--- config.mk ---
export PLATFORM = sky130hd
export DESIGN_NAME = spectrum_bar_shaper_flat
export DESIGN_NICKNAME = d
export VERILOG_FILES = /design/src/rtl/spectrum_bar_shaper_if.sv /design/src/rtl/spectrum_bar_shaper.sv /design/src/flat_wrapper.sv
export SDC_FILE = /design/constraint.sdc
export NUM_CORES = 1
export LEC_CHECK = 0
export ABC_AREA = 1
export BUFFER_PORTS_ARGS = -buffer_cell sky130_fd_sc_hd__buf_2
export CELL_PAD_IN_SITES_DETAIL_PLACEMENT = 2
export CELL_PAD_IN_SITES_GLOBAL_PLACEMENT = 2
export CORE_MARGIN = 2
export CORE_UTILIZATION = 30
export CTS_CLUSTER_DIAMETER = 150
export DETAILED_ROUTE_END_ITERATION = 10
export HOLD_SLACK_MARGIN = 0.15
export PLACE_DENSITY_LB_ADDON = 0.15
export SYNTH_ARGS = -nofsm -noshare
export SYNTH_HDL_FRONTEND = slang
export SYNTH_SLANG_ARGS = --single-unit
export TNS_END_PERCENT = 100
--- constraint.sdc ---
create_clock -name clk_25 -period 8.4 [get_ports clk_25]
set_clock_uncertainty 0.2 [all_clocks]
set_input_delay 0.84 -clock clk_25 [delete_from_list [all_inputs] [get_ports clk_25]]
set_output_delay 0.84 -clock clk_25 [all_outputs]
set_load 0.005 [all_outputs]
--- src/rtl/spectrum_bar_shaper_if.sv ---
// Bundle of frame handshake and bin data exchanged between the spectrum
// source, the bar shaper and the bar renderer.
interface spectrum_bar_shaper_if;
    logic         start;
    logic [287:0] samples;
    logic [287:0] bars;
    logic         busy;
    logic         done;

    modport master (
        output start,
        output samples,
        input  bars,
        input  busy,
        input  done
    );

    modport slave (
        input  start,
        input  samples,
        output bars,
        output busy,
        output done
    );
endinterface

--- src/rtl/spectrum_bar_shaper.sv ---
// Captures 16 spectrum bins per frame, scales/saturates each to a bar height
// with peak-hold and linear decay, and publishes all heights atomically.
module spectrum_bar_shaper #(
    parameter int SHIFT       = 6,
    parameter int MAX_HEIGHT  = 480,
    parameter int HOLD_FRAMES = 8,
    parameter int DECAY       = 8
) (
    input  logic                  clk_25,
    input  logic                  rst,
    spectrum_bar_shaper_if.slave  bus
);

    typedef enum logic [1:0] {
        ST_IDLE   = 2'd0,
        ST_PROC   = 2'd1,
        ST_COMMIT = 2'd2
    } state_t;

    state_t         r_state;
    state_t         w_state_next;
    logic [3:0]     r_idx;
    logic [287:0]   r_shadow;
    logic [8:0]     r_held     [16];
    logic [3:0]     r_hold_cnt [16];
    logic [287:0]   r_bars;
    logic           r_busy;
    logic           r_done;

    logic [8:0]     w_base;
    logic [17:0]    w_raw;
    logic [8:0]     w_h;
    logic [8:0]     w_held_cur;
    logic [3:0]     w_cnt_cur;
    logic [8:0]     w_held_new;
    logic [3:0]     w_cnt_new;

    function automatic logic [8:0] scale_sat(input logic [17:0] raw);
        logic [17:0] s;
        s = raw >> SHIFT;
        if (s > 18'(MAX_HEIGHT)) begin
            return 9'(MAX_HEIGHT);
        end else begin
            return s[8:0];
        end
    endfunction

    // Decay never drops below the live height and never wraps below zero.
    function automatic logic [8:0] decay_floor(input logic [8:0] held, input logic [8:0] h);
        logic [8:0] d;
        if (held > 9'(DECAY)) begin
            d = held - 9'(DECAY);
        end else begin
            d = 9'd0;
        end
        if (d > h) begin
            return d;
        end else begin
            return h;
        end
    endfunction

    assign w_base     = 9'(r_idx) * 9'd18;
    assign w_raw      = r_shadow[w_base +: 18];
    assign w_h        = scale_sat(w_raw);
    assign w_held_cur = r_held[r_idx];
    assign w_cnt_cur  = r_hold_cnt[r_idx];

    // Peak-hold update for the bin currently selected by r_idx.
    always_comb begin
        w_held_new = w_held_cur;
        w_cnt_new  = w_cnt_cur;
        if (w_h >= w_held_cur) begin
            w_held_new = w_h;
            w_cnt_new  = 4'd0;
        end else if (w_cnt_cur < 4'(HOLD_FRAMES)) begin
            w_cnt_new  = w_cnt_cur + 4'd1;
        end else begin
            w_held_new = decay_floor(w_held_cur, w_h);
        end
    end

    // Next-state logic.
    always_comb begin
        w_state_next = r_state;
        case (r_state)
            ST_IDLE: begin
                if (bus.start) begin
                    w_state_next = ST_PROC;
                end else begin
                    w_state_next = ST_IDLE;
                end
            end
            ST_PROC: begin
                if (r_idx == 4'd15) begin
                    w_state_next = ST_COMMIT;
                end else begin
                    w_state_next = ST_PROC;
                end
            end
            ST_COMMIT: w_state_next = ST_IDLE;
            default:   w_state_next = ST_IDLE;
        endcase
    end

    // State register.
    always_ff @(posedge clk_25) begin
        if (rst) begin
            r_state <= ST_IDLE;
        end else begin
            r_state <= w_state_next;
        end
    end

    // Capture, per-bin processing, atomic publish and status outputs.
    always_ff @(posedge clk_25) begin
        if (rst) begin
            r_idx    <= 4'd0;
            r_shadow <= 288'd0;
            r_bars   <= 288'd0;
            r_busy   <= 1'b0;
            r_done   <= 1'b0;
            for (int i = 0; i < 16; i++) begin
                r_held[i]     <= 9'd0;
                r_hold_cnt[i] <= 4'd0;
            end
        end else begin
            r_busy <= (w_state_next == ST_PROC) || (w_state_next == ST_COMMIT);
            r_done <= (r_state == ST_COMMIT);
            case (r_state)
                ST_IDLE: begin
                    if (bus.start) begin
                        r_shadow <= bus.samples;
                        r_idx    <= 4'd0;
                    end
                end
                ST_PROC: begin
                    r_held[r_idx]     <= w_held_new;
                    r_hold_cnt[r_idx] <= w_cnt_new;
                    r_idx             <= r_idx + 4'd1;
                end
                ST_COMMIT: begin
                    for (int i = 0; i < 16; i++) begin
                        r_bars[i*18 +: 18] <= {9'd0, r_held[i]};
                    end
                end
                default: r_idx <= 4'd0;
            endcase
        end
    end

    assign bus.bars = r_bars;
    assign bus.busy = r_busy;
    assign bus.done = r_done;

endmodule
--- src/flat_wrapper.sv ---
// flat-port wrapper written by rule: the top's interface ports become plain ports
module spectrum_bar_shaper_flat 
#(
    parameter int SHIFT       = 6,
    parameter int MAX_HEIGHT  = 480,
    parameter int HOLD_FRAMES = 8,
    parameter int DECAY       = 8
)
  (clk_25, rst, bus_start, bus_samples, bus_bars, bus_busy, bus_done);
  spectrum_bar_shaper_if bus_i ();
  input  logic clk_25;
  input  logic rst;
  input wire logic [$bits(bus_i.start)-1:0] bus_start;
  input wire logic [$bits(bus_i.samples)-1:0] bus_samples;
  output wire logic [$bits(bus_i.bars)-1:0] bus_bars;
  output wire logic [$bits(bus_i.busy)-1:0] bus_busy;
  output wire logic [$bits(bus_i.done)-1:0] bus_done;
  assign bus_i.start = bus_start;
  assign bus_i.samples = bus_samples;
  assign bus_bars = bus_i.bars;
  assign bus_busy = bus_i.busy;
  assign bus_done = bus_i.done;
  spectrum_bar_shaper #(.SHIFT(SHIFT), .MAX_HEIGHT(MAX_HEIGHT), .HOLD_FRAMES(HOLD_FRAMES), .DECAY(DECAY)) u_core (.clk_25(clk_25), .rst(rst), .bus(bus_i));
endmodule
==> reports/results.tsv, run 1 <==
stage	metric	value	unit
clock_tree	cts_resized	0	
floorplanning	core	82240	µm²
sta	hold_viol	0	
sta	max_slew_margin	24.06	%
final_layout	area_growth	15.82	%
worst_setup_path	crit_path_max_fanout	40	
worst_setup_path	ff2ff_path_depth	23	
floorplanning	dieArea	85580	µm²
clock_tree	clock_sinks	556	
floorplanning	die_w	292.5	µm
grt	grt_max_degree	140	
pwr	leakagePower	12.75	nW
worst_hold_path	hp-class	input port to flip-flop	
logic_synthesis	synth_edf_count	208	
worst_setup_path	arrival	5.83	ns
logic_synthesis	seq_area_frac_synth	52.90	%
floorplanning	fp-row-count	105	
sta	tightestPinTransition	1.139	ns
logic_synthesis	yosys_register_bits	556	
sta	worst_slack	2.799	ns
route	wl	95.06	mm
route	wl_per_cell	21.54	µm
worst_setup_path	r2r-end	u_core.r_held[14][3]	
logic_synthesis	synthTopCellsByCount	nor2_1, o21ai_0, dfxtp_1, nand2_1, edfxtp_1	
grt	grt_remaining_overflow	0	
sta	slew_violations	0	
route	post_drt_via_cell_ratio	4.915	
logic_synthesis	post-synth-top-count-cell	nor2_1	
final_layout	fin_area	28930	µm²
floorplanning	initial_core_util	30.37	%
worst_setup_path	crit_path_end_kind	flip-flop	
route	ant_nets	0	
route	vias	21690	
sta	fin_crit_sh	66.68	%
route	drc	0	
placed_design	place_inst	4283	
placed_design	portBuffers	340	
clock_tree	cts_made_buffers	69	
sta	fin_setup_tns	0	ns
logic_synthesis	netlist_instances	3062	
logic_synthesis	synth_top_area_share	27.89	%
outcome	status	finished, final reports clean	
final_layout	drive_above_1_share	15.84	%
logic_synthesis	syn_avg_cell_area	8.157	µm²
pwr	powerDensity	242.9	nW/µm²
clock_tree	clock_latency	0.62	ns
clock_tree	cts_max_level	3	
final_layout	fin_cells	4414	
logic_synthesis	synth_area_leader_cell	dfxtp_1	
clock_tree	cts_hold_buffers	0	
grt	antenna_found_initial	16	
logic_synthesis	async_reset_ff_share	0	%
placed_design	gp_congestion	0.8005	
sta	clock.fmax	178.5	MHz
grt	track_usage	21.78	%
flow_run	drv_cap	0	
sta	hold_ws	0.2505	ns
final_layout	final_nets	3599	
grt	first_global_vias	23510	
logic_synthesis	ys_warn_count	0	
placed_design	post-place-ws	2.765	ns
grt	grt_pass1_wl	143.1	mm
logic_synthesis	synthTopCellsByArea	dfxtp_1, edfxtp_1, nor2_1	
clock_tree	cts_tree	built	
clock_tree	cts_setup_buffers	0	
placed_design	hpwlAfterDp	64.90	mm
clock_tree	root_buffer	clkbuf_16	
clock_tree	clk_path_buf_depth	3	
worst_setup_path	critPathLaunchType	flip-flop	
floorplanning	io_pins	581	
worst_setup_path	critPathKind	flip-flop to flip-flop	
clock_tree	path_clk_slew	0.06	ns
worst_setup_path	crit_required	8.63	ns
sta	post-route-min-period	5.601	ns
logic_synthesis	syn_area	24980	µm²
logic_synthesis	synthFlopType	dfxtp_1	
logic_synthesis	ys_types	40	
route	drt_iter0_drc	955	
route	first_pass_iters	7	
pwr	max-vdd-ir-drop	0.0001363	V
worst_hold_path	min_path_cells	3	
worst_hold_path	hold_start	bus_samples[177]	
placed_design	place_area	26660	µm²
sta	rsz0062_at_grt	false	
sta	setup_viol	0	
worst_hold_path	min_to	u_core.r_shadow[177]	
worst_setup_path	rrSetupSlack	2.80	ns
floorplanning	die_h	292.5	µm
==> state kept, by name, indices dropped and copies added, names as in the netlist, named ones only <==
register,count
u_core.r_held,144
u_core.r_state,2
bus_bars,144
u_core.r_idx,4
u_core.r_shadow,192
u_core.bus.busy,1
u_core.bus.done,1
u_core.r_hold_cnt,64
==> layout make-up <==
| class | instances | area, µm² |
|---|---|---|
| clock buffer | 109 | 2101 |
| timing repair buffer | 365 | 1902 |
| clock inverter | 17 | 158.9 |
| antenna | 5 | 12.51 |
| inverter | 140 | 538.0 |
| fill | 9413 | 53310 |
| tap | 1070 | 1339 |
| sequential | 556 | 13220 |
| multi-input combinational | 2152 | 9659 |
==> cell families after synthesis <==
group | count (synthesis) | synth area share [%]
adders and majority gates | 24 | 1.202
buffers and inverters | 497 | 10.64
and+or+nand+nor | 1303 | 20.78
DFF | 556 | 52.90
xor gates and xnor gates | 3 | 0.1052
AOI/OAI and AO/OA | 678 | 14.36
other | 1 | 0.01501
==> cells in the final DEF (no fill, tap or decap), types with 17 or more instances in the layout <==
cell and count:
a21oi_1 108, buf_2 340, buf_4 24, clkbuf_1 22, clkbuf_16 74, conb_1 144, dfxtp_1 344, edfxtp_1 208
ha_1 24, inv_1 129, nand2_1 277, nand3_1 92, nor2_1 871, o21ai_0 476, o21ai_1 17, o22ai_1 31
==> worst max-delay path by stage <==
| stage | start | to | slack [ns] |
|---|---|---|---|
| 5_1_grt | flip-flop | u_core.r_held[12][3] | 2.38 |
| 2_1_floorplan | u_core.r_idx[0] | u_core.r_held[0][4] | 4.64 |
| 6_report | flip-flop | u_core.r_held[14][3] | 2.80 |
| 4_1_cts | flip-flop | u_core.r_held[15][3] | 2.74 |
| 3_3_place_gp | flip-flop | u_core.r_held[10][3] | 2.86 |
| 3_5_place_dp | flip-flop | u_core.r_held[10][3] | 2.76 |
==> worst max-delay path, stage by stage, from the launching register on <==
cell     delay, ns
dfxtp_1       0.32
inv_2         0.71
buf_4         0.42
nor2_1        0.09
o21ai_1       0.08
nand3_1       0.15
nand3_1       0.19
nand2_1       0.12
inv_2         0.16
ha_1          0.23
nand3_1       0.11
inv_1         0.10
nor2_4        0.07
nand2_1       0.09
inv_1         0.05
ha_1          0.29
nand2_1       0.09
nor4b_1       0.35
nand3_1       0.11
nand2_1       0.15
nand2_1       0.08
nand2_2       0.19
nand4_2       0.66
a21oi_1       0.34
==> power by group <==
part	total (mW)	switching (mW)	leakage (nW)	internal, mW
Combinational	1.05	0.803	6.63	0.248
Clock	3.01	1.22	1.11	1.78
Sequential	2.97	0.0605	5.00	2.91
==> per-layer routing <==
layer | GRT usage (%) | part of all wire [%] | vias up
li1 | - | - | 10250
met1 | 26.26 | 42 | 10800
met2 | 38.94 | 50 | 475
met3 | 4.371 | 4.7 | 155
met4 | 6.542 | 2.9 | 16
met5 | 0 | 0.094 | -
==> stage by stage <==
step / total power [mW] / util (%)
global placement: 4.060 / 32.41
detailed placement: 4.089 / 32.41
global route: 7.339 / 35.17
floorplan: 3.739 / -
CTS: 7.119 / 35.16
finish: 7.027 / 35.18
No activity file was read; power rests on OpenSTA's default activity.
==> run 2: changes to the inputs <==
==> constraint.sdc (replaced) <==
create_clock -name clk_25 -period 5.8 [get_ports clk_25]
set_clock_uncertainty 0.2 [all_clocks]
set_input_delay 0.58 -clock clk_25 [delete_from_list [all_inputs] [get_ports clk_25]]
set_output_delay 0.58 -clock clk_25 [all_outputs]
set_load 0.005 [all_outputs]
==> reports/results.tsv, run 2 (synthesis results as in run 1) <==
stage	metric	value	unit	change
worst_hold_path	hp-class	input port to flip-flop		
route	wl_per_cell	22.05	µm	+2.4%
clock_tree	path_clk_slew	0.05	ns	about the same
placed_design	place_area	26950	µm²	+1.1%
clock_tree	cts_hold_buffers	193		+193
final_layout	regMostFlops	u_core.r_shadow		
clock_tree	clock_latency	0.62	ns	about the same
grt	track_usage	23.41	%	+1.6 points
final_layout	final_nets	3814		+6.0%
route	first_pass_iters	5		-2
sta	fin_crit_sh	85.90	%	+19 points
final_layout	area_growth	24.66	%	
floorplanning	die_w	292.5	µm	unchanged
placed_design	gp_congestion	0.8176		+2.1%
sta	hold_viol	0		unchanged
grt	grt_remaining_overflow	0		unchanged
outcome	status	finished, final reports clean		
pwr	leakagePower	13.69	nW	+7.4%
final_layout	num-fill-cells	9239		-1.8%
clock_tree	cts_tree	built		
sta	clock.fmax	200.7	MHz	+12%
floorplanning	initial_core_util	30.37	%	unchanged
route	post_drt_via_cell_ratio	4.928		+0.26%
worst_setup_path	critPathLaunchType	flip-flop		
route	drc	0		unchanged
clock_tree	cts_max_level	3		unchanged
clock_tree	clock_sinks	556		unchanged
clock_tree	root_buffer	clkbuf_16		
grt	antenna_found_initial	7		-9
pwr	powerDensity	334.2	nW/µm²	+38%
floorplanning	die_h	292.5	µm	unchanged
final_layout	final_common_cell	nor2_1		
placed_design	hpwlAfterDp	65.65	mm	+1.1%
pwr	max-vdd-ir-drop	0.0001763	V	+29%
worst_setup_path	crit_path_max_fanout	36		-10%
floorplanning	dieArea	85580	µm²	unchanged
clock_tree	cts_resized	0		unchanged
worst_setup_path	crit_path_end_kind	flip-flop		
floorplanning	fp-row-count	105		unchanged
sta	max_slew_margin	21.98	%	-2.1 points
final_layout	fin_util	37.86	%	+2.7 points
sta	setup_viol	0		unchanged
sta	hold_ws	0.2368	ns	-0.01369 ns
final_layout	final_cell_mix	nor2_1, o21ai_0, dfxtp_1		
grt	first_global_vias	25150		+6.9%
worst_setup_path	critPathKind	flip-flop to flip-flop		
route	vias	22800		+5.1%
route	drt_iter0_drc	1226		+28%
worst_setup_path	arrival	5.10	ns	-0.73 ns
placed_design	portBuffers	340		unchanged
sta	tightestPinTransition	1.170	ns	+0.03112 ns
grt	grt_max_degree	194		+39%
sta	fin_setup_tns	0	ns	unchanged
flow_run	drv_cap	0		unchanged
clock_tree	clk_path_buf_depth	3		unchanged
final_layout	fin_area	31140	µm²	+7.6%
route	ant_nets	0		unchanged
clock_tree	cts_made_buffers	69		unchanged
floorplanning	io_pins	581		unchanged
final_layout	largest_register_ffs	192		unchanged
sta	slew_violations	0		unchanged
sta	rsz0062_at_grt	false		
pwr	total_power	10.40	mW	+48%
route	wl	102.0	mm	+7.3%
worst_setup_path	crit_required	5.91	ns	-2.72 ns
clock_tree	cts_setup_buffers	0		unchanged
floorplanning	core	82240	µm²	unchanged
final_layout	drive_above_1_share	15.46	%	-0.38 points
grt	grt_pass1_wl	153.8	mm	+7.5%
sta	post-route-min-period	4.982	ns	-0.6185 ns
## run 2: cell count changes in the layout (fill, tap and decap cells not counted), sizes merged
cell / change
clkinv: +6
inv: -3
clkbuf: -8
dlygate4sd3: +193
clkinvlp: +1
bufinv: +1
buf: +22
## run 2: power breakdown
group	switching, mW	total (mW)	leakage [nW]	internal, mW
Clock	1.74	4.31	1.10	2.57
Combinational	1.24	1.80	7.59	0.553
Sequential	0.0878	4.30	5.00	4.21
## run 2: final cells by class
type                       instances  area (µm²)  share of cell area, %
sequential                       556       13220                  42.46
multi-input combinational       2152        9659                  31.02
timing repair buffer             580        4124                  13.24
clock buffer                     101        2031                  6.522
tap                             1070        1339                  4.300
inverter                         140       538.0                  1.728
clock inverter                    22       214.0                 0.6872
antenna                            5       12.51                0.04018
## run 2: path summary, 6_finish.rpt
path	from	endpoint	slack, ns	cells after the start
worst min-delay path	bus_start	u_core.bus.busy	0.24	3
worst min register to register	u_core.r_held[2][2]	bus_bars[38]	0.30	2
worst max register to register	u_core.r_idx[1]	u_core.r_held[15][3]	0.82	21
worst max-delay path	u_core.r_idx[1]	u_core.r_held[15][3]	0.82	21
## run 2: worst max-delay path, cell delays in order, from the launching register on
cell and delay, ns:
dfxtp_2 0.33, inv_2 0.62, o21ai_0 0.31, o22ai_1 0.38, nand2_1 0.16, nand2_1 0.11
nor2_1 0.07, nand4_1 0.10, nand3_2 0.15, nand3_1 0.19, inv_1 0.08, ha_1 0.31
a21oi_1 0.19, o21ai_0 0.10, nand2_1 0.06, o2111ai_1 0.09, a21oi_1 0.17, buf_4 0.26
nand2_2 0.19, nand4_2 0.13, buf_4 0.32, a21oi_1 0.12
## run 2: per-stage QoR
step	setup WS, ns	std cells
after floorplan	2.041	3205
after global placement	0.8563	4305
after detailed placement	0.8030	4305
after CTS	0.7626	4621
after global routing	0.3501	4626
final	0.8176	4626
## run 2: routing by layer
| layer | GRT usage (%) | wire (µm) | share of wire (%) |
|---|---|---|---|
| met1 | 27.96 | 41930 | 41 |
| met2 | 42.36 | 52540 | 51 |
| met3 | 3.726 | 4249 | 4.2 |
| met4 | 8.255 | 3287 | 3.2 |
| met5 | 0 | 21 | 0.021 |
